File: config.mk
export PLATFORM = sky130hd
export DESIGN_NAME = cmul_sequencer
export DESIGN_NICKNAME = d
export VERILOG_FILES = /design/src/rtl/cmul_pkg.sv /design/src/rtl/cmul_round_sat.sv /design/src/rtl/cmul_sequencer.sv
export SDC_FILE = /design/constraint.sdc
export NUM_CORES = 1
export LEC_CHECK = 0
export ABC_AREA = 1
export BUFFER_PORTS_ARGS = -buffer_cell sky130_fd_sc_hd__buf_2
export CORE_ASPECT_RATIO = 1.1
export CORE_MARGIN = 2
export CORE_UTILIZATION = 60
export DETAILED_ROUTE_END_ITERATION = 10
export GPL_TIMING_DRIVEN = 1
export PLACE_DENSITY = 0.94
export SLEW_MARGIN = 20
export SYNTH_ARGS = -nofsm -noshare
export SYNTH_HDL_FRONTEND = slang
export SYNTH_HIERARCHICAL = 1
export SYNTH_SLANG_ARGS = --single-unit
File: constraint.sdc
create_clock -name i_clk -period 4.4 [get_ports i_clk]
set_input_delay 0.44 -clock i_clk [delete_from_list [all_inputs] [get_ports i_clk]]
set_output_delay 0.44 -clock i_clk [all_outputs]
set_load 0.05 [all_outputs]
File: src/rtl/cmul_pkg.sv
// Shared types and constants for the complex twiddle-multiply sequencer.
package cmul_pkg;

  localparam int CMUL_N    = 16;
  localparam int CMUL_FRAC = 14;

  typedef enum logic [2:0] {
    ST_IDLE  = 3'd0,
    ST_ISSUE = 3'd1,
    ST_WAIT  = 3'd2,
    ST_ROUND = 3'd3,
    ST_OUT   = 3'd4
  } cmul_state_t;

  typedef logic [1:0] cmul_idx_t;

  // Signed saturation bounds for an n-bit result
  function automatic longint sat_max(input int n);
    return (64'sd1 <<< (n - 1)) - 64'sd1;
  endfunction

  function automatic longint sat_min(input int n);
    return -(64'sd1 <<< (n - 1));
  endfunction

  localparam longint CMUL_SAT_MAX = sat_max(CMUL_N);
  localparam longint CMUL_SAT_MIN = sat_min(CMUL_N);

endpackage

File: src/rtl/cmul_round_sat.sv
// Combinational scale-down of a 2N+1-bit accumulator to an N-bit saturated result.
// CMUL_ROUND_EN selects round-half-up; otherwise a floor (truncating) shift.
module cmul_round_sat
  import cmul_pkg::*;
#(
  parameter int     N       = CMUL_N,
  parameter int     FRAC    = CMUL_FRAC,
  parameter longint SAT_MAX = CMUL_SAT_MAX,
  parameter longint SAT_MIN = CMUL_SAT_MIN
) (
  input  logic signed [2*N:0] i_acc,
  output logic signed [N-1:0] o_y
);

  // One guard bit so the rounding add can never wrap
  localparam int W = 2 * N + 2;
  localparam logic signed [W-1:0] L_MAX = SAT_MAX[W-1:0];
  localparam logic signed [W-1:0] L_MIN = SAT_MIN[W-1:0];
`ifdef CMUL_ROUND_EN
  localparam longint              HALF   = 64'sd1 <<< (FRAC - 1);
  localparam logic signed [W-1:0] L_HALF = HALF[W-1:0];
`endif

  logic signed [W-1:0] w_ext;
  logic signed [W-1:0] w_sum;
  logic signed [W-1:0] w_shift;

  // Round (optional), arithmetic shift, then clamp to the N-bit range
  always_comb begin
    w_ext = {i_acc[2*N], i_acc};
`ifdef CMUL_ROUND_EN
    w_sum = w_ext + L_HALF;
`else
    w_sum = w_ext;
`endif
    w_shift = w_sum >>> FRAC;
    if (w_shift > L_MAX) begin
      o_y = L_MAX[N-1:0];
    end else if (w_shift < L_MIN) begin
      o_y = L_MIN[N-1:0];
    end else begin
      o_y = w_shift[N-1:0];
    end
  end

endmodule

File: src/rtl/cmul_sequencer.sv
// Complex multiply y = x*w using one shared sequential multiplier for four real products.
// Rounding mode of the result is selected by CMUL_ROUND_EN (see cmul_round_sat).
module cmul_sequencer
  import cmul_pkg::*;
#(
  parameter int N    = CMUL_N,
  parameter int FRAC = CMUL_FRAC
) (
  input  logic                  i_clk,
  input  logic                  i_rst,
  input  logic                  i_in_valid,
  output logic                  o_in_ready,
  input  logic signed [N-1:0]   i_x_re,
  input  logic signed [N-1:0]   i_x_im,
  input  logic signed [N-1:0]   i_w_re,
  input  logic signed [N-1:0]   i_w_im,
  output logic                  o_mul_ld,
  output logic signed [N-1:0]   o_mul_m,
  output logic signed [N-1:0]   o_mul_r,
  input  logic                  i_mul_valid,
  input  logic signed [2*N-1:0] i_mul_p,
  output logic                  o_out_valid,
  input  logic                  i_out_ready,
  output logic signed [N-1:0]   o_y_re,
  output logic signed [N-1:0]   o_y_im,
  output logic                  o_busy
);

  localparam logic signed [N-1:0] L_ZERO_N = {N{1'b0}};
  localparam logic signed [2*N:0] L_ZERO_A = {(2*N+1){1'b0}};

  cmul_state_t        r_state;
  cmul_idx_t          r_k;
  logic signed [N-1:0] r_x_re, r_x_im, r_w_re, r_w_im;
  logic signed [2*N:0] r_acc_re, r_acc_im;
  logic               r_in_ready, r_mul_ld, r_out_valid, r_busy;
  logic signed [N-1:0] r_mul_m, r_mul_r, r_y_re, r_y_im;

  cmul_idx_t           w_k_nxt;
  logic signed [N-1:0] w_op_m, w_op_r;
  logic signed [2*N:0] w_p_ext;
  logic signed [N-1:0] w_y_re, w_y_im;

  assign w_p_ext = {i_mul_p[2*N-1], i_mul_p};

  // Operand pair for the next product index, taken from the latched sample/twiddle
  always_comb begin
    w_k_nxt = r_k + 2'd1;
    w_op_m  = r_x_re;
    w_op_r  = r_w_re;
    case (w_k_nxt)
      2'd0:    begin w_op_m = r_x_re; w_op_r = r_w_re; end
      2'd1:    begin w_op_m = r_x_im; w_op_r = r_w_im; end
      2'd2:    begin w_op_m = r_x_re; w_op_r = r_w_im; end
      2'd3:    begin w_op_m = r_x_im; w_op_r = r_w_re; end
      default: begin w_op_m = r_x_re; w_op_r = r_w_re; end
    endcase
  end

  cmul_round_sat #(.N(N), .FRAC(FRAC), .SAT_MAX(sat_max(N)), .SAT_MIN(sat_min(N))) u_rs_re (
    .i_acc (r_acc_re),
    .o_y   (w_y_re)
  );

  cmul_round_sat #(.N(N), .FRAC(FRAC), .SAT_MAX(sat_max(N)), .SAT_MIN(sat_min(N))) u_rs_im (
    .i_acc (r_acc_im),
    .o_y   (w_y_im)
  );

  // Sequencer FSM with accumulators and registered outputs; mul_ld is raised on entry to ISSUE
  always_ff @(posedge i_clk) begin
    if (i_rst) begin
      r_state     <= ST_IDLE;
      r_k         <= 2'd0;
      r_x_re      <= L_ZERO_N;
      r_x_im      <= L_ZERO_N;
      r_w_re      <= L_ZERO_N;
      r_w_im      <= L_ZERO_N;
      r_acc_re    <= L_ZERO_A;
      r_acc_im    <= L_ZERO_A;
      r_in_ready  <= 1'b1;
      r_mul_ld    <= 1'b0;
      r_mul_m     <= L_ZERO_N;
      r_mul_r     <= L_ZERO_N;
      r_out_valid <= 1'b0;
      r_y_re      <= L_ZERO_N;
      r_y_im      <= L_ZERO_N;
      r_busy      <= 1'b0;
    end else begin
      case (r_state)
        ST_IDLE: begin
          if (i_in_valid) begin
            r_x_re     <= i_x_re;
            r_x_im     <= i_x_im;
            r_w_re     <= i_w_re;
            r_w_im     <= i_w_im;
            r_acc_re   <= L_ZERO_A;
            r_acc_im   <= L_ZERO_A;
            r_k        <= 2'd0;
            r_mul_ld   <= 1'b1;
            r_mul_m    <= i_x_re;
            r_mul_r    <= i_w_re;
            r_in_ready <= 1'b0;
            r_busy     <= 1'b1;
            r_state    <= ST_ISSUE;
          end
        end
        ST_ISSUE: begin
          r_mul_ld <= 1'b0;
          r_state  <= ST_WAIT;
        end
        ST_WAIT: begin
          if (i_mul_valid) begin
            case (r_k)
              2'd0:    r_acc_re <= r_acc_re + w_p_ext;
              2'd1:    r_acc_re <= r_acc_re - w_p_ext;
              default: r_acc_im <= r_acc_im + w_p_ext;
            endcase
            if (r_k != 2'd3) begin
              r_k      <= w_k_nxt;
              r_mul_ld <= 1'b1;
              r_mul_m  <= w_op_m;
              r_mul_r  <= w_op_r;
              r_state  <= ST_ISSUE;
            end else begin
              r_state  <= ST_ROUND;
            end
          end
        end
        ST_ROUND: begin
          r_y_re      <= w_y_re;
          r_y_im      <= w_y_im;
          r_out_valid <= 1'b1;
          r_state     <= ST_OUT;
        end
        ST_OUT: begin
          if (i_out_ready) begin
            r_out_valid <= 1'b0;
            r_in_ready  <= 1'b1;
            r_busy      <= 1'b0;
            r_state     <= ST_IDLE;
          end
        end
        default: begin
          r_mul_ld    <= 1'b0;
          r_out_valid <= 1'b0;
          r_in_ready  <= 1'b1;
          r_busy      <= 1'b0;
          r_state     <= ST_IDLE;
        end
      endcase
    end
  end

  assign o_in_ready  = r_in_ready;
  assign o_mul_ld    = r_mul_ld;
  assign o_mul_m     = r_mul_m;
  assign o_mul_r     = r_mul_r;
  assign o_out_valid = r_out_valid;
  assign o_y_re      = r_y_re;
  assign o_y_im      = r_y_im;
  assign o_busy      = r_busy;

endmodule
==> out/results.ini <==
[global_route]
grt_pass1_wl_um=67300
grt_max_degree=74
grt_overflow_total=0
antenna_found_initial=0
grt_usage_pct=34.8
grt_pass1_vias=13700

[clock_network]
cts_inserted_buffers=23
post_cts_resized=0
clk_pin_slew_ns=0.06
clock-sinks=203
clock_path_buffers=3
htree_levels=1
cts_hold_repair.buffers=0
post_cts_buffers=0
cts_root_buf=clkbuf_16
insertion_delay_ns=0.53
cts_tree=built

[placement]
place_inst=2492
hpwl_um=29900
dp_slack_ns=0.705
port_buffers=168
gp_congestion=1.05

[timing]
finClkSkew_ns=0.0126
hold_viol_final=0
worstMarginPinSlew_ns=0.985
fin_setup_tns_ns=0
slew_headroom_pct=33.9
fin_crit_ns=3.42
setup_slack_ns=0.975
fmax_ghz=0.292
rsz0062_at_grt=no
slew_violations=0
setup_viol=0
period_share_pct=77.8

[floorplan]
io_pins=169
die_width_um=145
num_rows=56
core_region_area_mm2=0.0214
die_y_um=159
start_util_pct=61.4
dieArea_mm2=0.0231

[setup_path]
worstPathRequired_ns=4.86
endpoint_kind=flip-flop
critical_path_class=reg -> reg
crit_fanout=21
start_kind=flip-flop
critPathArrivalTime_ns=3.88

[flow_run]
drv_cap=0

[logic_synthesis]
yosysWarnings=6
netlist_top_cells_area=dfxtp_1 (31%), nand2_1 (16%), nor2_1 (8.7%), o21ai_0 (7.9%), a21oi_1 (7.3%)
async_flop_share_pct=0
yosysTopAreaCell=dfxtp_1
syn_inst=2106
syn_area_mm2=0.0132
synth_nets=2277
synth-seq-area-share_pct=30.9
synth_area_per_cell_um2=6.25
ys_ff_latch=203
ys.flop_type=dfxtp_1
synth_cell_types=38
yosysTopAreaCellShare_pct=30.9
synth_edf_count=0

[finish]
syn2layout_area_growth_pct=13.1
final_cells=2533
drive_above_1_share_pct=11.4
nNetsFinal=2398
n_antenna_cell=0

[power_and_ir_drop]
power_density_mw_per_mm2=387
leakage_nw=7.21
ir_drop_uv=351

[detailed_routing]
wirelength_um=41900
drc=0
drt-vias-per-instance=5.73
num_vias=14500
dr.pass1.iters=8
wire_per_inst_um=16.5
ant_nets=0
drt-initial-drc-count=1393

[hold_path]
hold_path.class=in -> reg

[status]
outcome=completed

[state kept, by name, indices dropped and copies added (netlist names)]
name and count:
o_busy 1, o_in_ready 1, o_mul_ld 1, o_mul_m 16
o_mul_r 16, o_out_valid 1, o_y_im 16, o_y_re 16
r_acc_im 33, r_acc_re 33, r_k 2, r_state 3
r_w_im 16, r_w_re 16, r_x_im 16, r_x_re 16
[through the flow]
step / hold WS, ns / total power, W / cell area, um^2 / util, %
floorplan: 0.424 / 0.00325 / 13200 / -
global placement: 0.429 / 0.00360 / 14000 / 65.5
detailed placement: 0.436 / 0.00365 / 14100 / 65.6
CTS: 0.120 / 0.00573 / 14900 / 69.4
global route: 0.128 / 0.00598 / 14900 / 69.4
finish: 0.131 / 0.00575 / 14900 / 69.4
[cell families after synthesis]
family                   Yosys count  synth area share (%)
AO/OA/AOI/OAI                    459                  18.3
AND/OR/NAND/NOR                 1030                  31.8
XOR/XNOR                          41                  2.73
adder cells (fa/ha/maj)           70                  6.77
flip-flops                       203                  30.9
buffers and inverters            303                  9.44
[final timing paths]
kind | end | depth (start not counted) | start | slack [ns]
max reg2reg | r_acc_re[20]$_SDFFE_PP0P_ | 19 | r_k[1]$_SDFFE_PP0P_ | 0.98
min | r_w_im[13]$_SDFFE_PP0P_ | 3 | i_w_im[13] | 0.13
min reg2reg | o_in_ready$_SDFFE_PP1P_ | 2 | o_in_ready$_SDFFE_PP1P_ | 0.45
max | r_acc_re[20]$_SDFFE_PP0P_ | 19 | r_k[1]$_SDFFE_PP0P_ | 0.98
[area by class of cell]
cell class              count  area [um^2]
clock buffers              32          679
fillers                  1854         6560
well taps                 290          363
repair buffers            178          928
multi-input cells        1600         7870
flip-flops and latches    203         4060
inverters                 221          832
clock inverters             9          149
[worst max-delay path, cell delays in order, from the launching register on]
cell and delay, ns:
dfxtp_1 0.34, inv_1 0.09, ha_1 0.21, inv_1 0.47
nand2_1 0.19, o21ai_0 0.13, xor2_1 0.16, inv_1 0.08
ha_1 0.33, nand2_1 0.13, inv_1 0.05, a21oi_1 0.13
nand2_1 0.11, nand3_1 0.09, nand3_1 0.23, nand2_1 0.18
nand2_1 0.09, nand2_1 0.10, nand3_1 0.08, a21oi_1 0.14
[synth_stat cells (4+ instances only)]
library cell and instances:
a211oi_1 18, a21oi_1 193, a31oi_1 18, buf_2 12, buf_6 10, clkbuf_1 57, dfxtp_1 203, ha_1 68
inv_1 214, inv_2 6, nand2_1 554, nand2_2 8, nand3_1 92, nand3b_1 15, nand4_1 14, nor2_1 305
nor3_1 20, o21ai_0 208, o21ai_1 4, o21bai_1 5, or2_2 14, xnor2_1 15, xor2_1 26
[placed cells by master, fill, tap and decap left out, drive strengths merged]
master	instances
nand2	562
nor2	308
inv	221
o21ai	213
dfxtp	203
a21oi	194
buf	178
nand3	93
ha	68
clkbuf	32
xor2	26
nor3	20
a31oi	18
a211oi	18
xnor2	15
nand3b	15
or2	15
nand4	14
o21bai	5
clkinv	5
nor4	3
o31ai	3
o21a	3
bufinv	3
a21o	2
o22ai	2
fa	2
a41oi	1
clkinvlp	1
[where the power goes]
group          internal, W  switching (W)  total, W
logic             0.000437        0.00115   0.00159
clock network      0.00126       0.000829   0.00209
registers          0.00199      0.0000823   0.00208
[metal layers]
layer  part of all wire (%)  global-route usage, %
met5                      0                      0
met4                    5.2                   18.0
met3                    7.2                   4.33
met2                     47                   59.1
met1                     41                   43.5
Power figures use the tool's default switching activity.
